**config.mk**
```make
export PLATFORM = sky130hd
export DESIGN_NAME = perf_counter_unit
export DESIGN_NICKNAME = d
export VERILOG_FILES = /design/src/rtl/perf_counter_unit.sv
export SDC_FILE = /design/constraint.sdc
export NUM_CORES = 1
export LEC_CHECK = 0
export CAP_MARGIN = 20
export CORE_ASPECT_RATIO = 1.75
export CORE_MARGIN = 8
export CORE_UTILIZATION = 40
export CTS_CLUSTER_SIZE = 28
export DETAILED_ROUTE_END_ITERATION = 16
export SLEW_MARGIN = 30
export SYNTH_ARGS = -nofsm -noshare
export SYNTH_HDL_FRONTEND = slang
export SYNTH_SLANG_ARGS = --single-unit
```
**constraint.sdc**
```tcl
create_clock -name clk -period 12.7 [get_ports clk]
set_clock_uncertainty 0.2 [all_clocks]
set_input_delay 1.27 -clock clk [delete_from_list [all_inputs] [get_ports clk]]
set_output_delay 1.27 -clock clk [all_outputs]
set_load 0.005 [all_outputs]
```
**src/rtl/perf_counter_unit.sv**
```systemverilog
// Pipeline performance counters with saturating event counts, a sticky finish flag and a
// restoring divider that periodically recomputes cycles-per-instruction from a snapshot.
module perf_counter_unit #(
    parameter int unsigned WIDTH        = 19,
    parameter int unsigned FINISH_INSTR = 333
) (
    input  logic             clk,
    input  logic             rst,
    input  logic             enable,
    input  logic             clear,
    input  logic             stall_evt,
    input  logic             arith_evt,
    input  logic             mem_evt,
    input  logic             retire_evt,
    output logic [WIDTH-1:0] cycle_count,
    output logic [WIDTH-1:0] stall_count,
    output logic [WIDTH-1:0] aritmetric_count,
    output logic [WIDTH-1:0] memory_count,
    output logic [WIDTH-1:0] instruction_count,
    output logic [WIDTH-1:0] cpi,
    output logic             cpi_valid,
    output logic             div_busy,
    output logic             finish
);

    localparam int unsigned    IterW   = (WIDTH > 1) ? $clog2(WIDTH) : 1;
    localparam logic [WIDTH-1:0] CntMax = '1;
    // A target the counter can never represent must not alias onto a truncated value.
    localparam bit FinishReachable =
        (FINISH_INSTR != 0) && (64'(FINISH_INSTR) <= 64'(CntMax));
    localparam logic [WIDTH-1:0] FinishVal = WIDTH'(FINISH_INSTR);

    typedef enum logic [1:0] {
        StIdle,
        StDiv,
        StDone
    } div_state_e;

    // ------------------------------------------------------------------------------------
    // Event counters
    // ------------------------------------------------------------------------------------
    logic [WIDTH-1:0] cycle_q, cycle_d;
    logic [WIDTH-1:0] stall_q, stall_d;
    logic [WIDTH-1:0] arith_q, arith_d;
    logic [WIDTH-1:0] mem_q, mem_d;
    logic [WIDTH-1:0] instr_q, instr_d;
    logic             finish_q, finish_d;
    logic             count_en;

    function automatic logic [WIDTH-1:0] sat_inc(input logic [WIDTH-1:0] v);
        return (v == CntMax) ? v : v + WIDTH'(1);
    endfunction

    assign count_en = enable && !finish_q;

    always_comb begin
        cycle_d  = cycle_q;
        stall_d  = stall_q;
        arith_d  = arith_q;
        mem_d    = mem_q;
        instr_d  = instr_q;
        finish_d = finish_q;
        if (clear) begin
            cycle_d  = '0;
            stall_d  = '0;
            arith_d  = '0;
            mem_d    = '0;
            instr_d  = '0;
            finish_d = 1'b0;
        end else if (count_en) begin
            cycle_d = sat_inc(cycle_q);
            if (stall_evt) stall_d = sat_inc(stall_q);
            if (arith_evt) arith_d = sat_inc(arith_q);
            if (mem_evt)   mem_d   = sat_inc(mem_q);
            // Finish only fires on an actual increment, never on a held saturated value.
            if (retire_evt && (instr_q != CntMax)) begin
                instr_d = instr_q + WIDTH'(1);
                if (FinishReachable && (instr_d == FinishVal)) finish_d = 1'b1;
            end
        end
    end

    always_ff @(posedge clk or posedge rst) begin
        if (rst) begin
            cycle_q  <= '0;
            stall_q  <= '0;
            arith_q  <= '0;
            mem_q    <= '0;
            instr_q  <= '0;
            finish_q <= 1'b0;
        end else begin
            cycle_q  <= cycle_d;
            stall_q  <= stall_d;
            arith_q  <= arith_d;
            mem_q    <= mem_d;
            instr_q  <= instr_d;
            finish_q <= finish_d;
        end
    end

    // ------------------------------------------------------------------------------------
    // CPI divider: restoring, one quotient bit per cycle, MSB first
    // ------------------------------------------------------------------------------------
    div_state_e       state_q, state_d;
    logic [WIDTH-1:0] dividend_q, dividend_d;
    logic [WIDTH-1:0] divisor_q, divisor_d;
    logic [WIDTH:0]   rem_q, rem_d;
    logic [WIDTH-1:0] quo_q, quo_d;
    logic [IterW-1:0] iter_q, iter_d;
    logic [WIDTH-1:0] cpi_q, cpi_d;
    logic             cpi_valid_q, cpi_valid_d;
    logic [WIDTH+1:0] rem_shift;
    logic [WIDTH+1:0] trial;
    logic             q_bit;

    assign rem_shift = {rem_q, dividend_q[WIDTH-1]};
    assign trial     = rem_shift - {2'b00, divisor_q};
    assign q_bit     = ~trial[WIDTH+1];

    always_comb begin
        state_d     = state_q;
        dividend_d  = dividend_q;
        divisor_d   = divisor_q;
        rem_d       = rem_q;
        quo_d       = quo_q;
        iter_d      = iter_q;
        cpi_d       = cpi_q;
        cpi_valid_d = 1'b0;
        if (clear) begin
            state_d    = StIdle;
            dividend_d = '0;
            divisor_d  = '0;
            rem_d      = '0;
            quo_d      = '0;
            iter_d     = '0;
            cpi_d      = '0;
        end else begin
            unique case (state_q)
                StIdle: begin
                    if (instr_q != '0) begin
                        dividend_d = cycle_q;
                        divisor_d  = instr_q;
                        rem_d      = '0;
                        quo_d      = '0;
                        iter_d     = '0;
                        state_d    = StDiv;
                    end
                end
                StDiv: begin
                    rem_d      = q_bit ? trial[WIDTH:0] : rem_shift[WIDTH:0];
                    quo_d      = (quo_q << 1) | WIDTH'(q_bit);
                    dividend_d = dividend_q << 1;
                    iter_d     = iter_q + IterW'(1);
                    if (iter_q == IterW'(WIDTH - 1)) begin
                        cpi_d       = quo_d;
                        cpi_valid_d = 1'b1;
                        state_d     = StDone;
                    end
                end
                StDone: begin
                    state_d = StIdle;
                end
                default: begin
                    state_d = StIdle;
                end
            endcase
        end
    end

    always_ff @(posedge clk or posedge rst) begin
        if (rst) begin
            state_q     <= StIdle;
            dividend_q  <= '0;
            divisor_q   <= '0;
            rem_q       <= '0;
            quo_q       <= '0;
            iter_q      <= '0;
            cpi_q       <= '0;
            cpi_valid_q <= 1'b0;
        end else begin
            state_q     <= state_d;
            dividend_q  <= dividend_d;
            divisor_q   <= divisor_d;
            rem_q       <= rem_d;
            quo_q       <= quo_d;
            iter_q      <= iter_d;
            cpi_q       <= cpi_d;
            cpi_valid_q <= cpi_valid_d;
        end
    end

    assign cycle_count       = cycle_q;
    assign stall_count       = stall_q;
    assign aritmetric_count  = arith_q;
    assign memory_count      = mem_q;
    assign instruction_count = instr_q;
    assign cpi               = cpi_q;
    assign cpi_valid         = cpi_valid_q;
    assign div_busy          = (state_q != StIdle);
    assign finish            = finish_q;

endmodule

```
==> metrics.txt <==
status finished, final reports clean; largest net degree at the start of global routing 93; setup slack after layout 9.10 ns; critical-path cell list clkdlybuf4s50_1 > nor2b_2 > nand2_1 > a41oi_2 > and2_1 > nand3_1 > xor2_1 > nor2_1; maximum VDD drop 133 uV; # DRC 0; hold wc startpoint dividend_q[4]; Core Area 0.0257 mm2; hpwl dp 18600 um; WP depth 8; crit start category primary input; vias in the first global route 8465; final std cells w/o fill 1494; synthesized area 0.0103 mm2; Wirelength per Cell 17.7 um; Die X 138 um; post-synthesis sequential area ratio 48.1%; register share of total power 36.2%; CP arrival 3.70 ns; Sw Share 35.5%; CP top delay family simple AND/OR/NAND/NOR gates; Die H 229 um; remaining antenna violation count after routing 0; worst-margin pin slew 0.868 ns; Starting Density 40.3%; TritonCTS clock tree done; GR Util All Layers 17.5%; Bufs and invs on worst path 1; hold endpoint dividend_q[4]; Sw Pwr 661 uW; FMAX 0.278 GHz; PostCTS Resize Cnt 0; Pre-Repair DR Iteration Count 4; max-cap viol count 0; fin area 0.0125 mm2; Critical Path RT 12.80 ns; Leakage 0.00529 uW; combinational fraction of design power 35.1%; vias per cell 5.49; PortBufs 124; DP Area 0.0119 mm2; EDFF count, synth 0; fin. max-slew vios 0; Placer Congestion 0.867; proportion of layout cells with a drive suffix above 1 6.05%; Slew Limit Headroom 42.2%; FF+latch count, synth 199; ranking of synthesized cells by area dfrtp_1 48%, a22o_1 4.8%, xor2_1 4.8%, nor2_1 4.1%, nand2_1 3.7%; top cell type's share of synthesized area 48.1%; kind of critical path in -> reg; post-CTS setup buffers 0; CP endpoint kind flop; RSZ-0062 raised after global routing false; clk buf depth 2; Crit-path slowest cell a41oi_2; Syn Nets 1093; CP max stage delay 0.65 ns; dpl cells 1462; syn avg cell area 9.80 um2; final worst path period need 3.60 ns; total negative slack 0 ns; Worst R2R Path Depth 11; final hold vios 0; Reg2Reg Capture Point rem_q[11]; area leader, netlist dfrtp_1; hold-fix buffers at CTS 0; number of distinct library cells after synthesis 75; R2R Setup Slk 9.46 ns; Clock Latency Late Sink 0.46 ns; total number of vias 8209; Setup violations, final 0; final WL 26500 um; clock group share of total power 28.7%; predominant post-synthesis flop cell dfrtp_1; Post-Place Setup Slack 8.60 ns; root buffer cell clkbuf_16; H-tree depth 4; Synth Instances 1056; I/O Pins 125; Ys Warns 0; Num CTS Buffers 17; row count 78; RR Startpoint dividend_q[18]; nets@finish 1198; Hold WC Path Type reg -> reg; Fillers 2393; critical path fanouts, max 16; grt ovf 0; initial antenna violation count 0; Tcrit/Tclk final 28.3%; DRT iter0 DRCs 400; P_int 1200 uW; Post-synth ARST share 100%; Die ar. 0.0315 mm2; Syn-to-layout area delta 20.4%; clock-pin slew of the registers on the worst-case setup and hold paths 0.07 ns; # clock sinks 199; WHS Path Cells 2; diode count 0; total power 1860 uW; first-pass GRT wire length 43900 um; power density over the cells 150 mW/mm2
[final cells by class]
cell class	count	area, um2	area share (%)
clock inverter	12	114	0.914
clock buffer	20	467	3.75
multi-input combinational	765	5000	40.2
sequential	199	4980	40.0
timing repair buffer	135	1320	10.6
inverter	43	169	1.36
tap	320	400	3.22
[layer usage]
layer	share of wire, %	GRT usage [%]
met1	40	19.0
met2	53	30.8
met3	4.6	4.64
met4	2.6	7.13
met5	0	0
[worst min-delay path: cells and delay by family, from the launching register on]
family,cells,cell delay [ns]
AOI/OAI and AO/OA,1,0.06
and+or+nand+nor,1,0.04
DFF,1,0.35
[synth_stat cells, types with 2 or more instances]
cell type / instances
a211o_2: 2
a21o_1: 3
a21oi_1: 41
a221oi_1: 3
a22o_1: 57
a22oi_1: 17
a31o_2: 2
a31oi_1: 4
a32oi_1: 2
and2_1: 12
and3_1: 11
and4_1: 12
buf_2: 6
buf_4: 2
buf_6: 2
clkbuf_1: 38
dfrtp_1: 199
ha_1: 28
inv_1: 43
mux2_2: 2
mux2i_1: 20
nand2_1: 103
nand2b_1: 5
nand3_1: 36
nand3b_1: 3
nand4_1: 31
nand4_2: 2
nor2_1: 112
nor2b_1: 5
nor3_1: 20
nor4_1: 4
nor4b_1: 2
o211a_1: 3
o211ai_1: 11
o21a_1: 6
o21ai_0: 52
o21ai_1: 13
o311ai_2: 2
o31a_1: 2
o31ai_1: 3
or3_1: 16
xnor2_1: 30
xor2_1: 57
[logic make-up (layout without fill, tap and decap cells)]
| kind of cell | count (synthesis) | count (layout) | synth area share, % |
|---|---|---|---|
| simple gates | 385 | 385 | 18.2 |
| compound gates | 242 | 242 | 16.9 |
| flops | 199 | 199 | 48.1 |
| buf+inv | 92 | 210 | 3.74 |
| xor+xnor | 87 | 87 | 7.37 |
| fa+ha+maj | 29 | 29 | 3.58 |
| mux | 22 | 22 | 2.15 |
[power groups by stage]
| stage | registers [uW] | clock network (uW) | logic (uW) |
|---|---|---|---|
| 3_5_place_dp | 687 | 0 | 656 |
| 2_1_floorplan | 682 | 0 | 538 |
| 6_report | 675 | 535 | 653 |
| 4_1_cts | 675 | 549 | 660 |
| 3_3_place_gp | 687 | 0 | 654 |
| 5_1_grt | 679 | 571 | 716 |
[registers in the layout, summed over array words and instances, names as in the netlist]
register / flops
stall_count: 19
instruction_count: 19
state_q: 2
memory_count: 19
dividend_q: 19
cycle_count: 19
divisor_q: 19
quo_q: 18
cpi_valid: 1
rem_q: 20
aritmetric_count: 19
finish: 1
iter_q: 5
cpi: 19
[metrics by stage]
stage / hold WS (ns) / utilization, %
2_1_floorplan: 0.251 / -
3_3_place_gp: 0.264 / 46.2
3_5_place_dp: 0.272 / 46.2
4_1_cts: 0.288 / 48.5
5_1_grt: 0.307 / 48.5
6_report: 0.284 / 48.5
[worst max-delay path by stage]
stage	start	end	slack, ns
finish	enable	instruction_count[15]	9.10
detailed placement	enable	instruction_count[15]	8.60
floorplan	rst	aritmetric_count[0]	5.80
global route	rst	cycle_count[5]	8.89
CTS	enable	instruction_count[15]	9.09
global placement	enable	instruction_count[13]	8.33
[placed cells by master (no fill, tap or decap), types with 17 or more instances in the layout]
master           netlist  final
nor3_1                20     19
o21ai_0               52     51
clkbuf_16              0     17
inv_1                 43     42
dfrtp_1              199    199
xnor2_1               30     30
a21oi_1               41     41
xor2_1                57     57
mux2i_1               20     20
nand4_1               31     31
ha_1                  28     28
nor2_1               112    112
nand3_1               36     36
clkdlybuf4s50_1        0    123
nand2_1              103    103
a22o_1                57     57
a22oi_1               17     17
No activity file was read; power rests on OpenSTA's default activity.
